**src/rtl/kpg_sum_decode.sv**
```systemverilog
// kpg_sum_decode: final stage of the 8-bit recursive-doubling adder.
// Decodes resolved kill/propagate/generate codes into the carry chain,
// forms the sum and ALU flags, and flags unresolved codes. Two-register
// valid/ready pipeline (S1 = operands/codes, S2 = decoded result).
//
// Handshake: a transfer happens on a rising edge where valid && ready are
// both high; valid never depends on ready, data is held stable while valid
// is high and ready is low, and in_ready is combinational from out_ready.
module kpg_sum_decode (
  input  logic        clk,
  input  logic        rst_n,
  input  logic        in_valid,
  output logic        in_ready,
  input  logic [7:0]  a,
  input  logic [7:0]  b,
  input  logic        cin,
  input  logic [15:0] kpg,
  output logic        out_valid,
  input  logic        out_ready,
  output logic [7:0]  sum,
  output logic        cout,
  output logic        ovf,
  output logic        zero,
  output logic        neg,
  output logic        err,
  output logic        err_sticky,
  input  logic        clr_err
);

  // S1 stage: captured operands and codes
  logic        s1_v_q, s1_v_d;
  logic [7:0]  a_q, b_q;
  logic        cin_q;
  logic [15:0] kpg_q;

  // S2 stage: decoded result
  logic        s2_v_q, s2_v_d;
  logic [7:0]  sum_q, sum_d;
  logic        cout_q, cout_d;
  logic        ovf_q, ovf_d;
  logic        zero_q, zero_d;
  logic        neg_q, neg_d;
  logic        err_q, err_d;
  logic        err_sticky_q, err_sticky_d;

  logic        s2_load;
  logic        accept;
  logic        handoff;
  logic [8:0]  carry;
  logic [1:0]  code;

  assign s2_load  = !s2_v_q || out_ready;
  assign in_ready = !s1_v_q || s2_load;
  assign accept   = in_valid && in_ready;
  assign handoff  = s2_v_q && out_ready;

  // Decode the code pairs held in S1 into carries, sum, flags and error
  always_comb begin
    carry    = '0;
    carry[0] = cin_q;
    code     = 2'b00;
    err_d    = 1'b0;
    for (int i = 0; i < 8; i++) begin
      code         = kpg_q[2*i +: 2];
      // Unresolved (propagate) pairs decode as carry 0 and mark the result.
      carry[i+1]   = (code == 2'b11);
      if (code == 2'b01 || code == 2'b10) err_d = 1'b1;
    end
    sum_d  = a_q ^ b_q ^ carry[7:0];
    cout_d = carry[8];
    ovf_d  = carry[7] ^ carry[8];
    zero_d = (sum_d == 8'h00);
    neg_d  = sum_d[7];
  end

  // Next-state of the stage valid flags and the sticky error
  always_comb begin
    s1_v_d = s1_v_q;
    if (accept)       s1_v_d = 1'b1;
    else if (s2_load) s1_v_d = 1'b0;

    s2_v_d = s2_v_q;
    if (s2_load) s2_v_d = s1_v_q;

    // A flagged result being handed off beats a simultaneous clear.
    err_sticky_d = err_sticky_q;
    if (handoff && err_q) err_sticky_d = 1'b1;
    else if (clr_err)     err_sticky_d = 1'b0;
  end

  // Valid flags and sticky error register
  always_ff @(posedge clk or negedge rst_n) begin
    if (!rst_n) begin
      s1_v_q       <= 1'b0;
      s2_v_q       <= 1'b0;
      err_sticky_q <= 1'b0;
    end else begin
      s1_v_q       <= s1_v_d;
      s2_v_q       <= s2_v_d;
      err_sticky_q <= err_sticky_d;
    end
  end

  // S1 data register: loads on every accepted input
  always_ff @(posedge clk or negedge rst_n) begin
    if (!rst_n) begin
      a_q   <= '0;
      b_q   <= '0;
      cin_q <= 1'b0;
      kpg_q <= '0;
    end else if (accept) begin
      a_q   <= a;
      b_q   <= b;
      cin_q <= cin;
      kpg_q <= kpg;
    end
  end

  // S2 data register: loads the decoded S1 contents when S1 advances
  always_ff @(posedge clk or negedge rst_n) begin
    if (!rst_n) begin
      sum_q  <= '0;
      cout_q <= 1'b0;
      ovf_q  <= 1'b0;
      zero_q <= 1'b0;
      neg_q  <= 1'b0;
      err_q  <= 1'b0;
    end else if (s2_load && s1_v_q) begin
      sum_q  <= sum_d;
      cout_q <= cout_d;
      ovf_q  <= ovf_d;
      zero_q <= zero_d;
      neg_q  <= neg_d;
      err_q  <= err_d;
    end
  end

  assign out_valid  = s2_v_q;
  assign sum        = sum_q;
  assign cout       = cout_q;
  assign ovf        = ovf_q;
  assign zero       = zero_q;
  assign neg        = neg_q;
  assign err        = err_q;
  assign err_sticky = err_sticky_q;

endmodule

```
**config.mk**
```make
export PLATFORM = sky130hd
export DESIGN_NAME = kpg_sum_decode
export DESIGN_NICKNAME = d
export VERILOG_FILES = /design/src/rtl/kpg_sum_decode.sv
export SDC_FILE = /design/constraint.sdc
export NUM_CORES = 1
export LEC_CHECK = 0
export CORE_MARGIN = 2
export CORE_UTILIZATION = 45
export CTS_BUF_LIST = sky130_fd_sc_hd__clkbuf_2
export DETAILED_ROUTE_END_ITERATION = 12
export HOLD_SLACK_MARGIN = 0.05
export PLACE_DENSITY = 0.83
export SLEW_MARGIN = 20
export SYNTH_ARGS = -nofsm -noshare
export SYNTH_HDL_FRONTEND = slang
export SYNTH_SLANG_ARGS = --single-unit
```
**constraint.sdc**
```tcl
create_clock -name clk -period 2.3 [get_ports clk]
set_input_delay 0.23 -clock clk [delete_from_list [all_inputs] [get_ports clk]]
set_output_delay 0.23 -clock clk [all_outputs]
set_load 0.03 [all_outputs]
```
-- Word level (Yosys, flattened, before mapping)
Index checks and enable logic that the tools add are counted.
- eq/ne operators: 24
- multiplexer cells: 12
- bitwise logic cells: 3
- reductions and logical operators: 19
- operators with widths (operator ; count):
    2-bit equality test, second input constant ; 16
    2-bit by 1-bit equality test with 1-bit output, second input constant ; 8
    8-bit XOR ; 2
    1-bit 2-to-1 mux ; 12
    1-bit logical OR ; 10
    8-bit logical NOT ; 1
    1-bit logical AND ; 4
    2-bit nonzero test ; 2
    1-bit logical NOT ; 2
    1-bit XOR ; 1
- register bits: 49
- bits of input ports: 38
- output and inout port bits: 16
- logic and storage cells: 71

-- Depth between registers and ports, before layout
- depth after elaboration: 10
- gate-level depth with buffers: 4
- depth with buffers taken out: 4

-- Worst setup path before layout
Ideal clock, no wire load.
- path kind: register to register
- start: register s2_v_q (netlist: out_valid)
- end: register a_q[0]
- library setup time: 0.125 ns
- arrival: 1.519 ns
- path slack: 0.656 ns
- cell stages (with the launch flop): 5
- buffers on the path: 1
- cells stage by stage: dfrtp_1 > nand3b_2 > nand2_4 > buf_12 > mux2_4
- cells in the longest elaborated chain, start to end: 4
- RTL lines (element ; RTL line ; source):
    start, declared ; 37 ; logic s2_v_q, s2_v_d;
    start signal, assigned ; 99 ; s2_v_q <= s2_v_d;
    1-bit logical NOT ; 52 ; assign s2_load = !s2_v_q || out_ready;
    1-bit logical OR ; 52 ;
    1-bit logical OR ; 53 ; assign in_ready = !s1_v_q || s2_load;
    named net in_ready ; 13 ; output logic in_ready,
    1-bit logical AND ; 54 ; assign accept = in_valid && in_ready;
    end signal, assigned ; 107 ; a_q <= '0;
    end signal, assigned ; 112 ; a_q <= a;
    end, declared ; 32 ; logic [7:0] a_q, b_q;
The timed path passes the listed nets, and every way through them passes these cells.
A chain may end at the register's enable or synchronous reset.

-- Worst setup path after layout
- start: register s1_v_q
- end: output port in_ready
- cells in the longest elaborated chain, start to end: 2
- RTL lines (element ; RTL line ; source):
    start, declared ; 31 ; logic s1_v_q, s1_v_d;
    start signal, assigned ; 98 ; s1_v_q <= s1_v_d;
    1-bit logical NOT ; 53 ;
    1-bit logical OR ; 53 ;
    end, declared ; 13 ;
No other way between the ends.

==> results <==
- Sequential elements use 52.1% of the synthesized area.
- Compared with the post-synthesis result, the final layout area differs by 28.5%.
- IR analysis of the VDD net gives a maximum drop of 0.391 mV.
- Walking the worst path, the cells encountered are nand3b_2 -> clkdlybuf4s50_1.
- For this design the ratio of total power to cell area is between 800 and 900 nW/µm².
- Sorting the synthesized cells by how often they occur yields 48 x sky130_fd_sc_hd__dfrtp_1, 30 x sky130_fd_sc_hd__mux2_4, 9 x sky130_fd_sc_hd__inv_1.
- At the worst endpoint, the arrival time is 1.80 ns.
- For the worst setup path, the data required time is 2.07 ns.
- Setup violations remaining at the end of the flow were counted as 0.
- The final estimated routing congestion in global placement is between 0.7 and 0.8.
- Clock latency on the worst-skew pair, taken at its later pin, is 0.42 ns.
- The die is ~76 µm wide.
- The most common cell in the synthesized netlist is sky130_fd_sc_hd__dfrtp_1.
- The post-synthesis net count is 184.
- The gate count of the mapped netlist is 138.
- Summed over all nets, the half-perimeter wirelength after detailed placement is around 3300 µm.
- The count of TritonRoute iterations in the first routing pass is 4.
- Dividing the synthesized area by the synthesized cell count gives 16.7 µm².
- The gate family responsible for the most delay along the worst path is buffers and inverters.
- During I/O placement, the number of pins put on the boundary was 54.
- The final total negative setup slack is 0 ns.
- The row count is 26.
- Setup repair after global routing left no endpoint under its margin.
- The CTS root buffer is sky130_fd_sc_hd__clkbuf_2.
- Global routing consumed, over all layers together, roughly 17% of the routing resources.
- In this run the worst path has a maximum fanout of 6.
- The number of hold buffers added after cts is 1.
- The buffer depth of the longest clock path is 2.
- TritonCTS built the clock tree.
- The distinct cell type count after synthesis is 24.
- The number of buffers added on ports is 53.
- Across all layers, the routed design uses roughly 1300 vias.
- The first global-routing pass estimated approximately 6900 µm of wire.
- The worst path uses 88.3% of the clock period.
- The repair_antennas step left the layout with diodes totalling 0.
- The largest net degree at the start of global routing is 33.
- The die covers 5710 µm².
- In this run the vertical extent of the chip is 75.5 µm.
- The number of DRC violations after detailed routing is 0.
- The critical setup path kind is register to output pin.
- The number of antenna violations at the first check in global routing is 0.
- TritonCTS created 5 clock buffers.
- The class of the worst hold path is input pin to async pin.
- After synthesis, the share of flip-flops with an asynchronous set or reset is 100%.
- The share of layout cells above drive strength 1 is 25.5%.
- In this run, the number of DRC markers left after iteration 0 of detailed routing was 49.
- The total clock sinks is 48.
- The final routed wire length divided by cell count is 16.2 µm.
- The total power after layout is 2.54 mW.
- The element type at the critical path end is an output pin.
- The final layout contains 245 nets.
- The count of pins over their slew limit is 0.
- For this run the aggregate overflow at the end of global routing stands at 0.
- Clock skew on the completed layout was measured at 0.0194 ns.
- The synthesized design contains 0 enable-type register cells.
- The count of H-tree levels built during CTS is 2.
- The cell area after technology mapping is 2300 µm².
- Summed over all cells, the static leakage comes to around 1.4 nW.
- The worst max-slew margin expressed relative to the limit is 55.2%.
- The number of warnings issued by yosys is 0.
- In this run the biggest area consumer among cell types represents 52.1% of the synthesized area.
- Sorting the synthesized cells by area gives the leading types as sky130_fd_sc_hd__dfrtp_1 52%, sky130_fd_sc_hd__mux2_4 20%, sky130_fd_sc_hd__xnor3_1 7.8%.
- Clock-pin slew was measured on the worst setup and hold paths at roughly 0.23 ns.
- The final hold violation count is 0.
- The library cell contributing the largest single delay on the critical path is sky130_fd_sc_hd__clkdlybuf4s50_1.
- The dominant synthesized flop cell is sky130_fd_sc_hd__dfrtp_1.
- The cell taking the most area after synthesis is sky130_fd_sc_hd__dfrtp_1.
- The run finished with clean final reports.
- STA classifies the critical path startpoint as a register.
- The combined buffer and inverter count along the critical path is 1.
- The minimum clock period after layout is roughly 2.0 ns.
- Once the floorplan was initialized, standard cells occupied 46.0% of the core.
- In the routed layout, each cell is associated on average with a via count of roughly 4.8.
- In this design, the stage delay of the slowest critical-path cell is 0.70 ns.
- The detailed-route wire length is 4380 µm.
- The number of setup buffers added after CTS is 0.
- The area inside the core boundary is 5010 µm².
- For the pin with the worst max-slew slack, the measured transition is 0.672 ns.
- In this run the remaining antenna-violating nets after routing total 0.
- The number of global-route vias before repair is 1377.
- The flip-flop and latch count after synthesis is 48.
- Based on the critical path, the design can be clocked at up to a little under 500 MHz.
- Max-cap violations in this run came to 0.
- The post-CTS resize count is 0.
worst paths after layout:
path                                    to  slack [ns]  cells past startpoint  startpoint
worst max-delay path              in_ready        0.27                      2      s1_v_q
worst min-delay path                sum[7]        0.34                      2       rst_n
worst max register to register    kpg_q[4]        0.67                      4      s1_v_q
worst min register to register      sum[3]        0.54                      2      sum[3]
max in group asynchronous         kpg_q[1]        1.33                      3       rst_n
min in group clk                err_sticky        0.37                      2     clr_err
sequential cells by signal (all words and copies together), names as in the netlist:
name / cells
ovf: 1
a_q: 8
cin_q: 1
err: 1
out_valid: 1
kpg_q: 16
sum: 8
cout: 1
s1_v_q: 1
err_sticky: 1
zero: 1
b_q: 8
power breakdown:
part	switching, mW	internal [mW]
logic	0.447	0.529
clock network	0.260	0.177
registers	0.113	1.02
stage by stage:
stage / hold WS [ns] / area (µm²) / utilization (%) / std cells / worst slack (ns)
floorplan: -0.0656 / 2300 / - / 138 / 0.656
global placement: 0.303 / 2890 / 57.6 / 261 / 0.429
detailed placement: 0.297 / 2890 / 57.6 / 261 / 0.370
CTS: 0.342 / 2960 / 59.1 / 270 / 0.255
global route: 0.350 / 2960 / 59.1 / 270 / 0.225
finish: 0.340 / 2960 / 59.1 / 270 / 0.269
layout make-up:
cell class	instances	area [µm²]
sequential	48	1200
clock buffer	5	25.0
clock inverter	3	37.5
timing repair buffer	59	586
multi-input combinational	76	990
tap	70	87.6
inverter	9	33.8
fill	405	2050
worst reg2reg max path, delay by kind of cell, from the launching register on:
kind	cells	cell delay [ns]
mux	1	0.30
buf+inv	1	0.24
flops	1	0.52
simple gates	2	0.46
layer usage:
layer | track usage (%) | part of all wire (%)
met4 | 8.19 | 3.0
met1 | 23.1 | 46
met3 | 3.57 | 4.6
met5 | 0 | 0
met2 | 25.3 | 46
kinds of logic (layout without fill, tap and decap cells):
logic type / after synthesis / count (layout) / share of synthesized area (%)
buffers and inverters: 14 / 76 / 4.89
DFF: 48 / 48 / 52.1
adders and majority gates: 8 / 8 / 4.35
and+or+nand+nor: 11 / 11 / 3.37
xor gates and xnor gates: 9 / 9 / 8.20
muxes: 43 / 43 / 25.5
AOI/OAI and AO/OA: 5 / 5 / 1.58
placed cells by master, fill, tap and decap left out, types with 2 or more instances in the layout:
| master | synthesis | final |
|---|---|---|
| sky130_fd_sc_hd__clkdlybuf4s50_1 | 0 | 52 |
| sky130_fd_sc_hd__dfrtp_1 | 48 | 48 |
| sky130_fd_sc_hd__mux2_4 | 30 | 30 |
| sky130_fd_sc_hd__inv_1 | 9 | 9 |
| sky130_fd_sc_hd__xnor3_1 | 8 | 8 |
| sky130_fd_sc_hd__mux2i_1 | 8 | 8 |
| sky130_fd_sc_hd__ha_1 | 8 | 8 |
| sky130_fd_sc_hd__mux2_2 | 5 | 5 |
| sky130_fd_sc_hd__clkbuf_2 | 0 | 5 |
| sky130_fd_sc_hd__buf_4 | 1 | 4 |
| sky130_fd_sc_hd__nand2b_1 | 2 | 2 |
| sky130_fd_sc_hd__nand4_1 | 2 | 2 |
| sky130_fd_sc_hd__nor4_1 | 2 | 2 |
| sky130_fd_sc_hd__clkinv_1 | 0 | 2 |
(Power assumes the default switching activity.)
